[src/rtl/ysyx_22040365_lsu.sv]
// ysyx_22040365_lsu: RV64 memory-access stage with valid/ready bus and one-cycle writeback bundle.
// Optional misaligned-access trap: define YSYX_22040365_MISALIGN_CHK_EN.
module ysyx_22040365_lsu #(
   parameter int XLEN = 64
) (
   input  logic              clk,
   input  logic              rst,
   input  logic              in_valid,
   output logic              in_ready,
   input  logic [XLEN-1:0]   in_result,
   input  logic [XLEN-1:0]   in_store_data,
   input  logic              in_mem_rd,
   input  logic              in_mem_wr,
   input  logic [2:0]        in_funct3,
   input  logic              in_rd_en,
   input  logic [4:0]        in_rd_addr,
   input  logic [31:0]       in_inst,
   input  logic [XLEN-1:0]   in_pc,
   output logic              req_valid,
   input  logic              req_ready,
   output logic [XLEN-1:0]   req_addr,
   output logic              req_wen,
   output logic [XLEN-1:0]   req_wdata,
   output logic [XLEN/8-1:0] req_wmask,
   input  logic              rsp_valid,
   input  logic [XLEN-1:0]   rsp_rdata,
   output logic [XLEN-1:0]   result_78,
   output logic              rd_en_78,
   output logic [4:0]        rd_addr_78,
   output logic [31:0]       inst_78,
   output logic [XLEN-1:0]   pc_78,
   output logic              valid_78,
   output logic              exc_misalign
);
   localparam int MW = XLEN / 8;
   localparam logic [1:0] IDLE = 2'd0;
   localparam logic [1:0] REQ  = 2'd1;
   localparam logic [1:0] RSP  = 2'd2;
   localparam logic [1:0] DONE = 2'd3;
   logic [1:0]      r_state, w_next;
   logic [XLEN-1:0] r_result;
   logic [2:0]      r_funct3;
   logic            r_rd_en;
   logic [4:0]      r_rd_addr;
   logic [31:0]     r_inst;
   logic [XLEN-1:0] r_pc;
   logic            w_acc, w_mem, w_mis, w_direct, w_resp;
   logic [MW-1:0]   w_size;
   logic [XLEN-1:0] w_sh, w_load;
   assign in_ready  = (r_state == IDLE) | (r_state == DONE);
   assign req_valid = r_state == REQ;
   assign valid_78  = r_state == DONE;
   assign w_acc     = in_valid & in_ready;
   assign w_mem     = in_mem_rd | in_mem_wr;
`ifdef YSYX_22040365_MISALIGN_CHK_EN
   logic r_exc;
   assign w_mis = w_mem & (in_funct3[1:0] == 2'd1 ? in_result[0] :
                           in_funct3[1:0] == 2'd2 ? |in_result[1:0] :
                           in_funct3[1:0] == 2'd3 ? |in_result[2:0] : 1'b0);
   assign exc_misalign = r_exc & valid_78;
`else
   assign w_mis = 1'b0;
   assign exc_misalign = 1'b0;
`endif
   assign w_direct = w_acc & ~(w_mem & ~w_mis);
   assign w_resp   = (r_state == RSP) & rsp_valid;
   assign w_size   = in_funct3[1:0] == 2'd0 ? MW'(8'h01) :
                     in_funct3[1:0] == 2'd1 ? MW'(8'h03) :
                     in_funct3[1:0] == 2'd2 ? MW'(8'h0F) : MW'(8'hFF);
   // Lanes shifted past the top byte fall off; no cross-doubleword access.
   assign w_sh   = rsp_rdata >> {req_addr[2:0], 3'b000};
   assign w_load = r_funct3 == 3'b000 ? {{(XLEN-8){w_sh[7]}}, w_sh[7:0]} :
                   r_funct3 == 3'b001 ? {{(XLEN-16){w_sh[15]}}, w_sh[15:0]} :
                   r_funct3 == 3'b010 ? {{(XLEN-32){w_sh[31]}}, w_sh[31:0]} :
                   r_funct3 == 3'b100 ? {{(XLEN-8){1'b0}}, w_sh[7:0]} :
                   r_funct3 == 3'b101 ? {{(XLEN-16){1'b0}}, w_sh[15:0]} :
                   r_funct3 == 3'b110 ? {{(XLEN-32){1'b0}}, w_sh[31:0]} : w_sh;
   assign w_next = w_acc ? ((w_mem & ~w_mis) ? REQ : DONE) :
                   r_state == REQ ? (req_ready ? RSP : REQ) :
                   r_state == RSP ? (rsp_valid ? DONE : RSP) : IDLE;
   always_ff @(posedge clk or negedge rst) begin
      if (!rst) begin
         r_state    <= IDLE;
         r_result   <= '0;
         r_funct3   <= '0;
         r_rd_en    <= 1'b0;
         r_rd_addr  <= '0;
         r_inst     <= '0;
         r_pc       <= '0;
         req_addr   <= '0;
         req_wen    <= 1'b0;
         req_wdata  <= '0;
         req_wmask  <= '0;
         result_78  <= '0;
         rd_en_78   <= 1'b0;
         rd_addr_78 <= '0;
         inst_78    <= '0;
         pc_78      <= '0;
`ifdef YSYX_22040365_MISALIGN_CHK_EN
         r_exc      <= 1'b0;
`endif
      end else begin
         r_state <= w_next;
         if (w_acc) begin
            r_result  <= in_result;
            r_funct3  <= in_funct3;
            r_rd_en   <= in_rd_en;
            r_rd_addr <= in_rd_addr;
            r_inst    <= in_inst;
            r_pc      <= in_pc;
            req_addr  <= in_result;
            req_wen   <= in_mem_wr;
            req_wdata <= in_store_data << {in_result[2:0], 3'b000};
            req_wmask <= w_size << in_result[2:0];
         end
         if (w_direct) begin
            result_78  <= in_result;
            rd_en_78   <= in_rd_en & ~w_mis;
            rd_addr_78 <= in_rd_addr;
            inst_78    <= in_inst;
            pc_78      <= in_pc;
`ifdef YSYX_22040365_MISALIGN_CHK_EN
            r_exc      <= w_mis;
`endif
         end else if (w_resp) begin
            result_78  <= req_wen ? r_result : w_load;
            rd_en_78   <= r_rd_en;
            rd_addr_78 <= r_rd_addr;
            inst_78    <= r_inst;
            pc_78      <= r_pc;
`ifdef YSYX_22040365_MISALIGN_CHK_EN
            r_exc      <= 1'b0;
`endif
         end
      end
   end
endmodule

[config.mk]
export PLATFORM = sky130hd
export DESIGN_NAME = ysyx_22040365_lsu
export DESIGN_NICKNAME = d
export VERILOG_FILES = /design/src/rtl/ysyx_22040365_lsu.sv
export SDC_FILE = /design/constraint.sdc
export NUM_CORES = 1
export LEC_CHECK = 0
export ABC_AREA = 1
export CAP_MARGIN = 40
export CORE_AREA = 5 5 232 234
export DETAILED_ROUTE_END_ITERATION = 10
export DIE_AREA = 0 0 237 239
export DONT_BUFFER_PORTS = 1
export PLACE_DENSITY = 0.65
export SLEW_MARGIN = 40
export SYNTH_ARGS = -nofsm -noshare
export SYNTH_HDL_FRONTEND = slang
export SYNTH_SLANG_ARGS = --single-unit
export TNS_END_PERCENT = 100
[constraint.sdc]
create_clock -name clk -period 2.2 [get_ports clk]
set_input_delay 0.44 -clock clk [delete_from_list [all_inputs] [get_ports clk]]
set_output_delay 0.44 -clock clk [all_outputs]
set_load 0.05 [all_outputs]
Yosys cells after proc, flatten, opt, wreduce, memory -nomap -nowiden:

Cells that the tools add are included.

* add/subtract/negate cells: 0
* multiply operators: 0
* divide/modulo/power cells: 0
* magnitude comparators: 0
* equality and inequality tests: 10
* shift operators: 3
* muxes and demuxes: 26
* bitwise logic cells: 6
* reduce and logical (&&, ||, !) cells: 4

Operator list (count)
* $mux 64: 11
* $mux 32: 2
* $shl 64x6->64: 1
* $shr 64x6->64: 1
* $mux 8: 3
* $mux 2: 5
* $mux 5: 2
* $eq 3x3->1 const B: 3
* $shl 8x3->8: 1
* $eq 2x2->1 const B: 3
* $eq 2x1->1 const B: 2
* $logic_not 2->1: 2
* $and 1x1->1: 3
* $eq 3x1->1 const B: 1
* $eq 3x2->1 const B: 1
* $logic_not 3->1: 1
* $mux 1: 3
* $or 1x1->1: 2
* $reduce_bool 2->1: 1
* $not 1->1: 1

* register bits: 410
* bits in latches: 0
* memory bits (writable): 0
* ROM bits: 0
* memories kept: 0

Logic depth before layout (Yosys ltp):

* depth after elaboration: 10
* depth in mapped cells: 14

Worst setup path after synthesis:

Ideal clock, no wire load.

* kind: register to register
* start point: register r_state[0]
* end point: register result_78[22]
* arrival: 2.156 ns
* required time: 2.084 ns
* setup slack: -0.073 ns
* cell stages (with the launch flop): 14
* path buffers: 2
* period minus slack after synthesis: 2.273 ns
* path through: dfrtp_1 inv_1 ha_1 nand2_2 inv_2 nand2_2 inv_2 nor2_2 inv_2 buf_2 clkbuf_1 nor2_1 nand2_1 nand2_1

* longest elaborated chain between the ends: 5
* elaborated cells between the ends (all ways): 9
* those cells by class: eq/ne: 2; mux: 1; bitwise: 4; reduce/logical: 2

Ends and longest elaborated chain
* start: declaration: line 40 `logic [1:0] r_state, w_next;`
* start signal: assignment: line 103 `r_state <= w_next;`
* $eq 2x2->1 / $logic_not 2->1 (equally long branches): line 50 `assign in_ready = (r_state == IDLE) | (r_state == DONE);`
* $or 1x1->1 *: line 50
* named net in_ready: line 9 `output logic in_ready,`
* $and 1x1->1 *: line 53 `assign w_acc = in_valid & in_ready;`
* $and 1x1->1 *: line 65 `assign w_direct = w_acc & ~(w_mem & ~w_mis);`
* $mux 64 / $reduce_bool 2->1 (equally long branches)
* end signal: assignment: line 117 `result_78 <= in_result;`
* end signal: assignment: line 126 `result_78 <= req_wen ? r_result : w_load;`
* end: declaration: line 27 `output logic [XLEN-1:0] result_78,`

The timed path passes the listed nets; every way through them passes the cells marked *.
A chain may end at the register's enable or synchronous reset.

Worst setup path after layout:

* start point: register r_state[0]
* end point: register inst_78[29]

* longest elaborated chain between the ends: 5
* elaborated cells between the ends (all ways): 9
* those cells by class: eq/ne: 2; mux: 1; bitwise: 4; reduce/logical: 2

Ends and longest elaborated chain
* $eq 2x2->1 / $logic_not 2->1 (equally long branches): line 50
* $or 1x1->1: line 50
* $and 1x1->1: line 53
* $and 1x1->1: line 65
* $mux 32 / $reduce_bool 2->1 (equally long branches)
* end signal: assignment: line 120 `inst_78 <= in_inst;`
* end signal: assignment: line 129 `inst_78 <= r_inst;`
* end: declaration: line 30 `output logic [31:0] inst_78,`

Several ways; a longest one is shown, not always the timed one.

==> results by group <==
Critical path
  – Crit path cell chain: inv_1 -> ha_4 -> nand2_8 -> inv_2 -> nand2_8 -> inv_2 -> nor2_4 -> buf_12 -> buf_16 -> nand2_1 -> o211ai_1
  – Worst-path maximum fanout: 46
  – Slowest stage delay, CP: 0.40 ns
  – CP Launch Type: flop
  – Critical Path End Type: flop
  – Arr. time, crit path: 2.55 ns
  – Worst Path Required: 2.69 ns
  – Critical-path top delay cell: dfrtp_1
  – WS Path Type: flop to flop

Floorplan
  – I/O pin cnt: 611
  – Core area: 0.0518 sq mm
  – Die ar.: 0.0566 sq mm
  – Initial Utilization: 40.7%
  – Chip width: 237 microns
  – Cell Rows: 84
  – Die Height: 239 microns

Clock tree
  – CTS tree: yes
  – CTS clock-pin slew for the worst setup and hold paths: 0.06 ns
  – Clock sink total: 410
  – Cts bufs inserted: 45
  – Root Buffer Master: clkbuf_16
  – H-tree levels: 2
  – Clk buf depth: 3
  – Hold_buf cts: 80
  – Worst-Skew Late Latency: 0.58 ns

Global route
  – Antenna violations before repair: 1
  – GR peak layer: met2
  – Largest net degree at the start of global routing: 411
  – GR Overflow Total: 0
  – Vias in the first global route: 18,723
  – Met2 Use GR: 42.7%
  – First-pass GRT wire length: 114 mm
  – Grt met3 use: 6.97%
  – All-layer global routing usage: 25.2%
  – GR met1 Demand/Resource: 31.9%

STA
  – Hold_ws: -0.439 ns
  – Least-Margin Pin Slew: 1.87 ns
  – Final Hold Fails: 410
  – Period utilization: 93.6%
  – Setup_tns: 0 ns
  – Setup violators final: 0
  – Max-slew violations: 167
  – Worst Skew: 0.0138 ns
  – Crit path time final: 2.06 ns
  – Slew headroom: -25.0%
  – Unrepaired setup endpoints after global routing: no
  – Max Fclk: 485 MHz

Layout
  – Antenna cells: 0
  – Reg area: 0.0103 sq mm
  – Synth-to-Final Area Change: 14.9%
  – Final core area utilization: 46.8%
  – Share of cells above drive strength 1: 5.90%
  – Area of the multi-input gates: 0.00901 sq mm
  – Layout fillers: 5,076
  – Nets: 3,139

Synthesis
  – Post-synthesis mux area share: 1.33%
  – Post-synth EDFFs: 0
  – Post-Syn Area: 0.0211 sq mm
  – Post-synthesis register bit count: 410
  – Top_reg_cell synth: dfrtp_1
  – Syn Area/Cell: 7.45 sq um
  – Synth Instances: 2,831
  – Syn Nets: 3,138
  – Compound-Gate Fraction of Synth Area: 15.6%
  – Area share of the largest cell type after synthesis: 48.6%
  – Most common cell in the netlist: nand2_1
  – Post-Synth Simple-Gate Area: 25.3%
  – Async SR Flop Fraction: 100%
  – Post-synthesis xor/xnor area fraction: 0%
  – Post-synthesis adder-cell area fraction: 0.178%
  – Largest family of logic cells by synthesized area: simple AND/OR/NAND/NOR gates
  – Synth area leaders: dfrtp_1, nand2_1, o21ai_0, o211ai_1, inv_1
  – Top cell type by total area after synthesis: dfrtp_1
  – Yosys cell types: 36
  – Post-synth top cells: nand2_1, dfrtp_1, o21ai_0
  – Seq/Total Area, Yosys: 48.6%
  – Syn. warnings: 0

Detailed routing
  – WL final: 75.4 mm
  – DRT iter0 DRCs: 1,758
  – Detail Route Antenna Nets: 0
  – Pre-Repair DR Iteration Count: 6
  – Avg WL per Cell: 21.2 microns
  – Via density: 5.44
  – Detailed-route DRC error count: 0
  – Detailed-route via count: 19,331

Power and ir drop
  – Internal cell power: 20.3 mW
  – Tot Pwr: 44.8 mW
  – P per Cell Area: 1850 mW/mm^2
  – Switching Power: 24.4 mW
  – Logic pwr share: 32.2%
  – Part of the power in the clock network: 17.6%
  – VDD IR-drop max: 0.861 mV
  – Net Sw Frac: 54.5%
  – P_leak: 12.2 nW
  – Sequential power share: 50.2%

Placement
  – Routability cong.: 0.949
  – Final HPWL DP: 53.6 mm
  – IO buf count: 0

Run status
  – Status: finished, violations left
  – Failing checks: hold timing, slew limit

Hold path
  – Hold crit path type: input port to async pin

Flow run
  – Max-Cap Viols: 0
## layout make-up
type | count | share of cell area (%)
clock inverters | 15 | 0.971
clock buffers | 63 | 5.34
multi-input cells | 1965 | 37.2
well taps | 688 | 3.55
flip-flops and latches | 410 | 42.4
repair buffers | 146 | 6.48
inverters | 264 | 4.11
## per-stage QoR
stage	hold slack (ns)	cell area [sq um]	instances	worst slack, ns
after floorplan	0.144	21100	2831	0.0573
after global placement	0.156	21800	3391	-0.0445
after detailed placement	0.156	21800	3391	-0.0551
after CTS	-0.489	24200	3549	0.0000480
after global routing	-0.493	24200	3551	0.0211
final	-0.439	24200	3551	0.140
## critical path: cells and delay by family (launching register included)
kind                       cells  cell delay [ns]
buffers and inverters          5             0.70
AOI/OAI and AO/OA              1             0.11
adders and majority gates      1             0.23
DFF                            1             0.40
and+or+nand+nor                4             0.50
## routing by layer
layer / wire length, microns / share of wire [%]
met5: 13 / 0.017
met2: 36900 / 49
met1: 29300 / 39
met3: 6690 / 8.9
met4: 2430 / 3.2
## placed cells by master, fill, tap and decap left out, types with 3 or more instances in the layout
cell type      count
o21ai_0          343
nor3_1             5
dfrtp_1          408
clkbuf_1           8
nor2_1           163
bufinv_16          4
inv_6              4
buf_12            17
buf_4             45
o211ai_1         150
o21a_1             3
a21oi_1           14
o21ai_1           13
nand2_1         1093
dlygate4sd3_1     80
or2_2             12
and3_1             3
a31oi_1            3
clkbuf_8          10
a32o_1             9
inv_1            252
a22oi_1            8
nand3_1           90
o221ai_1           9
clkinv_2           3
mux2i_1           28
clkbuf_16         46
inv_2              9
## timing repair
| item | CTS | global route |
|---|---|---|
| endpoints found under the hold margin | 491 | 410 |
| gates resized for setup | 2 | 6 |
| gates cloned | 0 | 1 |
| setup buffers | 0 | 1 |
| setup endpoints to repair | 2 | 39 |
| pin swaps | 0 | 2 |
## power groups by stage
stage	clock (mW)	sequential (mW)	combinational (mW)
after floorplan	0	21.3	10.1
after global placement	0	22.6	13.9
after detailed placement	0	22.6	14.3
after CTS	8.05	22.5	14.5
after global routing	8.37	22.9	16.3
final	7.86	22.5	14.4
## final timing paths
path                            endpoint  cells past startpoint  slack (ns)         from
hold / removal             result_78[26]                      0       -0.44          rst
setup / recovery             inst_78[29]                     11        0.14   r_state[0]
setup reg to reg             inst_78[29]                     11        0.14   r_state[0]
max in group asynchronous    r_result[1]                      0        1.03          rst
hold reg to reg                 r_pc[29]                      2        0.48     r_pc[29]
min in group clk              r_inst[12]                      2        0.04  in_inst[12]
## registers in the layout (all words and copies together) (netlist names), 3 cells and up
name	count
r_inst	32
r_result	64
req_wmask	8
r_rd_addr	5
rd_addr_78	5
result_78	64
inst_78	32
r_funct3	3
req_wdata	64
pc_78	64
r_pc	64
## cells by family (layout without fill, tap and decap cells)
family / after synthesis / after routing
simple gates: 1375 / 1375
compound gates: 558 / 558
buf+inv: 456 / 488
flops: 410 / 410
mux: 28 / 28
fa+ha+maj: 3 / 3
other cells: 1 / 1
No activity file was read; power rests on OpenSTA's default activity.
